<file path="config.mk">
export PLATFORM = sky130hd
export DESIGN_NAME = sramwb_wr_sequencer
export DESIGN_NICKNAME = d
export VERILOG_FILES = /design/src/rtl/sramwb_wr_sequencer.sv
export SDC_FILE = /design/constraint.sdc
export NUM_CORES = 1
export LEC_CHECK = 0
export BUFFER_PORTS_ARGS = -buffer_cell sky130_fd_sc_hd__buf_2
export CAP_MARGIN = 10
export CORE_ASPECT_RATIO = 0.75
export CORE_MARGIN = 5
export CORE_UTILIZATION = 25
export CTS_CLUSTER_DIAMETER = 60
export DETAILED_ROUTE_END_ITERATION = 10
export SETUP_SLACK_MARGIN = 0.5
export SYNTH_ARGS = -nofsm -noshare
export SYNTH_HDL_FRONTEND = slang
export SYNTH_SLANG_ARGS = --single-unit
</file>
<file path="constraint.sdc">
create_clock -name CLK -period 3 [get_ports CLK]
set_input_delay 0.15 -clock CLK [delete_from_list [all_inputs] [get_ports CLK]]
set_output_delay 0.15 -clock CLK [all_outputs]
set_load 0.02 [all_outputs]
</file>
<file path="src/rtl/sramwb_wr_sequencer.sv">
// Write-side sequencer for a 16x4 distributed-RAM cell: buffers write requests in a 4-deep FIFO
// and drives registered WD/WAD slice pins with a single-cycle WRE framed by setup/hold cycles.
module sramwb_wr_sequencer #(
  parameter logic        INIT_CLEAR   = 1'b1,
  parameter logic [3:0]  INIT_VALUE   = 4'h0,
  parameter int unsigned SETUP_CYCLES = 1,
  parameter int unsigned HOLD_CYCLES  = 1
) (
  input  logic       CLK,
  input  logic       RSTN,
  input  logic       WR_VALID,
  output logic       WR_READY,
  input  logic [3:0] WR_ADDR,
  input  logic [3:0] WR_DATA,
  output logic       A1,
  output logic       B1,
  output logic       C1,
  output logic       D1,
  output logic       A0,
  output logic       B0,
  output logic       C0,
  output logic       D0,
  output logic       WRE,
  output logic       INIT_DONE,
  output logic       BUSY
);

  localparam logic [2:0] StReset  = 3'd0;
  localparam logic [2:0] StIdle   = 3'd1;
  localparam logic [2:0] StSetup  = 3'd2;
  localparam logic [2:0] StStrobe = 3'd3;
  localparam logic [2:0] StHold   = 3'd4;

  localparam logic [2:0] SetupLast = 3'(SETUP_CYCLES - 1);
  localparam logic [2:0] HoldLast  = 3'(HOLD_CYCLES - 1);

  logic [2:0] state_q, state_d;
  logic [2:0] cnt_q, cnt_d;
  logic [3:0] init_addr_q, init_addr_d;
  logic       init_done_q, init_done_d;
  logic [3:0] addr_q, addr_d;
  logic [3:0] data_q, data_d;

  logic [7:0] fifo_q [4];
  logic [1:0] wr_ptr_q, rd_ptr_q;
  logic [2:0] count_q, count_d;
  logic       push, pop, next_write;
  logic [3:0] head_addr, head_data;

  assign WR_READY  = init_done_q && (count_q != 3'd4);
  assign push      = WR_VALID && WR_READY;
  assign head_addr = fifo_q[rd_ptr_q][7:4];
  assign head_data = fifo_q[rd_ptr_q][3:0];

  always_comb begin
    state_d     = state_q;
    cnt_d       = cnt_q;
    init_addr_d = init_addr_q;
    init_done_d = init_done_q;
    addr_d      = addr_q;
    data_d      = data_q;
    pop         = 1'b0;
    next_write  = 1'b0;
    unique case (state_q)
      StReset: begin
        if (INIT_CLEAR) begin
          init_addr_d = 4'd0;
          addr_d      = 4'd0;
          data_d      = INIT_VALUE;
          cnt_d       = 3'd0;
          state_d     = StSetup;
        end else begin
          init_done_d = 1'b1;
          state_d     = StIdle;
        end
      end
      StIdle: begin
        if (count_q != 3'd0) begin
          pop     = 1'b1;
          addr_d  = head_addr;
          data_d  = head_data;
          cnt_d   = 3'd0;
          state_d = StSetup;
        end
      end
      StSetup: begin
        if (cnt_q == SetupLast) state_d = StStrobe;
        else                    cnt_d   = cnt_q + 3'd1;
      end
      StStrobe: begin
        if (HOLD_CYCLES == 0) begin
          next_write = 1'b1;
        end else begin
          cnt_d   = 3'd0;
          state_d = StHold;
        end
      end
      StHold: begin
        if (cnt_q == HoldLast) next_write = 1'b1;
        else                   cnt_d      = cnt_q + 3'd1;
      end
      default: state_d = StReset;
    endcase

    // End of a write frame: chain straight into the next write so there is no idle gap.
    if (next_write) begin
      cnt_d = 3'd0;
      if (!init_done_q) begin
        if (init_addr_q == 4'hF) begin
          init_done_d = 1'b1;
          state_d     = StIdle;
        end else begin
          init_addr_d = init_addr_q + 4'd1;
          addr_d      = init_addr_q + 4'd1;
          data_d      = INIT_VALUE;
          state_d     = StSetup;
        end
      end else if (count_q != 3'd0) begin
        pop     = 1'b1;
        addr_d  = head_addr;
        data_d  = head_data;
        state_d = StSetup;
      end else begin
        state_d = StIdle;
      end
    end
  end

  always_comb begin
    count_d = count_q;
    if (push && !pop)      count_d = count_q + 3'd1;
    else if (!push && pop) count_d = count_q - 3'd1;
  end

  always_ff @(posedge CLK) begin
    if (!RSTN) begin
      state_q     <= StReset;
      cnt_q       <= 3'd0;
      init_addr_q <= 4'd0;
      init_done_q <= 1'b0;
      addr_q      <= 4'd0;
      data_q      <= 4'd0;
      wr_ptr_q    <= 2'd0;
      rd_ptr_q    <= 2'd0;
      count_q     <= 3'd0;
    end else begin
      state_q     <= state_d;
      cnt_q       <= cnt_d;
      init_addr_q <= init_addr_d;
      init_done_q <= init_done_d;
      addr_q      <= addr_d;
      data_q      <= data_d;
      count_q     <= count_d;
      if (push) wr_ptr_q <= wr_ptr_q + 2'd1;
      if (pop)  rd_ptr_q <= rd_ptr_q + 2'd1;
    end
  end

  // Storage needs no reset; occupancy is tracked by count_q.
  always_ff @(posedge CLK) begin
    if (push) fifo_q[wr_ptr_q] <= {WR_ADDR, WR_DATA};
  end

  assign WRE       = (state_q == StStrobe);
  assign INIT_DONE = init_done_q;
  assign BUSY      = ((state_q != StIdle) && (state_q != StReset)) || (count_q != 3'd0);

  assign C1 = data_q[0];
  assign A1 = data_q[1];
  assign D1 = data_q[2];
  assign B1 = data_q[3];
  assign D0 = addr_q[0];
  assign B0 = addr_q[1];
  assign C0 = addr_q[2];
  assign A0 = addr_q[3];

endmodule
</file>
==> out/qor.yml <==
synthCells: 240
coreArea_um2: 11490
grt_max_degree: 25
rsz0062_at_grt: "false"
drtPass1Iterations: 4
end_kind: "flip-flop"
ys_top_cells_by_count: "32 x edfxtp_1, 28 x dfxtp_1, 13 x and3_1, 13 x nor2_1, 10 x nand2_1"
cp_common_cell: "inv_1"
yosys_warnings: 0
hpwlAfterDp_um: 4446
fin_cells: 412
die_x_um: 134.4
clockPowerShare_pct: 46.5
grt_pass1_vias: 2018
leakage_nw: 1.288
portBuffers: 22
synth_compound_area_share_pct: 13.55
worst_slew_pin_slew_ns: 0.6371
cp-start-kind: "flip-flop"
htreeDepth: 3
ys_ff_latch: 60
slew_headroom_pct: 56.98
cts-root-buf: "clkbuf_16"
async_flop_share_pct: 0
synth_area_um2: 2900
gp_congestion: 0.7932
fin_worst_skew_ns: 0.006357
crit_fanout: 4
cp_num_buf_inv: 3
synth_most_common_cell: "edfxtp_1"
vias: 1949
drc_errors: 0
synth-simple-area-share_pct: 16.13
final_antenna_net_count: 0
dpl_cell_area_um2: 3143
nNetsFinal: 283
grt.overflow.total: 0
wirelength_um: 6251
synth-edff-count: 32
seq_power_share_pct: 43.2
period_share_pct: 78.38
cts_setup_buffers: 0
switchingPower_uw: 546.1
grt.total_usage_pct: 9.690
required_ns: 3.26
synth_area_leaders: "edfxtp_1 33%, dfxtp_1 19%, mux4_2 6.2%"
cts_buffer_depth: 2
initial_utilization_pct: 25.25
holdBufCountCts: 0
wl_per_cell_um: 15.17
setup_violations: 0
p_total_mw: 2.072
die_height_um: 103.3
cts_tree: "built"
dp_cells: 396
final_cell_area_um2: 3450
numCtsBuffers: 9
swShare_pct: 26.36
synth_top_family_by_area: "simple AND/OR/NAND/NOR gates"
cp.arrival_ns: 2.61
clk_latency_ns: 0.33
die_area_um2: 13880
p_per_area_nw_per_um2: 600.6
synth_xor_xnor_area_share_pct: 1.812
num_io_pins: 23
ys.flop_type: "edfxtp_1"
avgSynthCellArea_um2: 12.08
diodes: 0
syn-num-nets: 260
drive_above_1_share_pct: 23.88
rows: 34
synth_fa_ha_area_share_pct: 4.142
synth_top_area_share_pct: 33.13
slowest_delay_ns: 0.38
p_int_mw: 1.526
finalSetupTns_ns: 0
vdd_drop_max_v: 0.0002290
drtIter0Drc: 173
yosysSeqAreaShare_pct: 52.46
slowest_stage: "fa_1"
crit_type: "reg2reg"
grt_pass1_wl_um: 10430
via_per_inst: 4.731
drv_cap: 0
hold_violations: 0
antenna_found_initial: 1
hold_path_class: "in2reg"
slew_violations: 0
syn_to_final_growth_pct: 18.94
status: "finished, final reports clean"
cts_sinks: 60
whs_ns: 0.03436
power_frac_comb_pct: 10.3
yosysUniqueCellTypes: 51
yosys.area.top_type: "edfxtp_1"
clk_pin_slew_worst_paths_ns: 0.06
crit_chain: "inv_1 -> ha_1 -> nor3b_4 -> nand3_2 -> a21oi_2 -> inv_1 -> ha_2 -> inv_1 -> fa_1 -> xor2_1 -> or3_1 -> a21boi_1"
fmax_mhz: 425.3
synth_mux_area_share_pct: 8.326
finalCriticalPeriod_ns: 2.351
critical-path-top-delay-family: "adder cells"
==> area by class of cell <==
cell class / count / area [µm²]
fillers: 1179 / 8036
flip-flops and latches: 60 / 1525
multi-input cells: 159 / 1301
clock buffers: 9 / 225.2
well taps: 144 / 180.2
repair buffers: 24 / 125.1
clock inverters: 7 / 58.81
inverters: 9 / 33.78
==> final timing paths <==
| kind | startpoint | endpoint | cells past startpoint | slack (ns) |
|---|---|---|---|---|
| max | cnt_q[0] | count_q[2] | 12 | 0.65 |
| min reg2reg | init_addr_q[1] | init_addr_q[1] | 2 | 0.49 |
| max reg2reg | cnt_q[0] | count_q[2] | 12 | 0.65 |
| min | WR_DATA[1] | fifo_q[2][1] | 1 | 0.03 |
==> timing repair <==
| item | 4_1_cts | 5_1_grt |
|---|---|---|
| endpoints found under the setup margin | 1 | 2 |
| resized for setup | 3 | 6 |
| pin swaps | 0 | 1 |
| endpoints found under the hold margin | 0 | 0 |
==> flip-flops by register name, indices dropped and copies added (netlist names), named ones only <==
| signal | cells |
|---|---|
| data_q | 4 |
| fifo_q | 32 |
| INIT_DONE | 1 |
| count_q | 3 |
| wr_ptr_q | 2 |
| state_q | 3 |
| init_addr_q | 4 |
| addr_q | 4 |
| cnt_q | 3 |
| rd_ptr_q | 2 |
==> power by group through the flow <==
| stage | clock (mW) | sequential, mW | combinational (mW) |
|---|---|---|---|
| floorplan | 0 | 0.904 | 0.156 |
| global placement | 0 | 0.909 | 0.196 |
| detailed placement | 0 | 0.911 | 0.201 |
| CTS | 0.988 | 0.894 | 0.204 |
| global route | 1.03 | 0.897 | 0.232 |
| finish | 0.963 | 0.895 | 0.213 |
==> layout by cell type, fill, tap and decap left out, types with 2 or more instances in the layout <==
cell | netlist | final
inv_1 | 9 | 9
or3_1 | 8 | 8
edfxtp_1 | 32 | 32
ha_1 | 8 | 7
a22oi_1 | 7 | 7
nor2b_1 | 7 | 7
xnor2_1 | 3 | 3
a221oi_2 | 2 | 2
o21ai_0 | 4 | 4
a21oi_1 | 8 | 8
o221ai_1 | 4 | 4
nor2_1 | 13 | 13
buf_2 | 1 | 22
a221oi_1 | 5 | 5
buf_4 | 0 | 2
dfxtp_2 | 0 | 3
o21a_1 | 3 | 3
dfxtp_1 | 28 | 25
and2_1 | 8 | 9
and3_1 | 13 | 13
nand2b_1 | 2 | 2
mux2i_1 | 5 | 5
mux4_2 | 8 | 8
nor3_4 | 2 | 2
inv_6 | 0 | 2
clkinv_4 | 0 | 2
nor3_1 | 3 | 3
o211a_1 | 2 | 2
xor2_1 | 3 | 3
nand2_1 | 10 | 10
nand3_1 | 8 | 7
clkbuf_16 | 0 | 9
a221o_1 | 2 | 2
==> metrics by stage <==
step,utilization (%),setup slack (ns)
after floorplan,-,0.5338
after global placement,27.36,0.5832
after detailed placement,27.36,0.4679
after CTS,29.90,0.5512
after global routing,30.03,0.5154
final,30.03,0.6486
==> layer usage <==
| layer | up-vias | global-route usage, % | wire [µm] |
|---|---|---|---|
| li1 | 962 | - | - |
| met1 | 934 | 12.05 | 3005 |
| met2 | 41 | 15.29 | 2772 |
| met3 | 10 | 4.062 | 364 |
| met4 | 2 | 3.521 | 95 |
| met5 | - | 0 | 13 |
==> logic make-up (layout without fill, tap and decap cells) <==
logic type	count (synthesis)	count (layout)
mux	14	14
xor+xnor	6	6
flops	60	60
compound gates	49	49
buf+inv	21	49
fa+ha+maj	9	9
simple gates	81	81
Note: power is estimated with default switching activity, not from simulation.
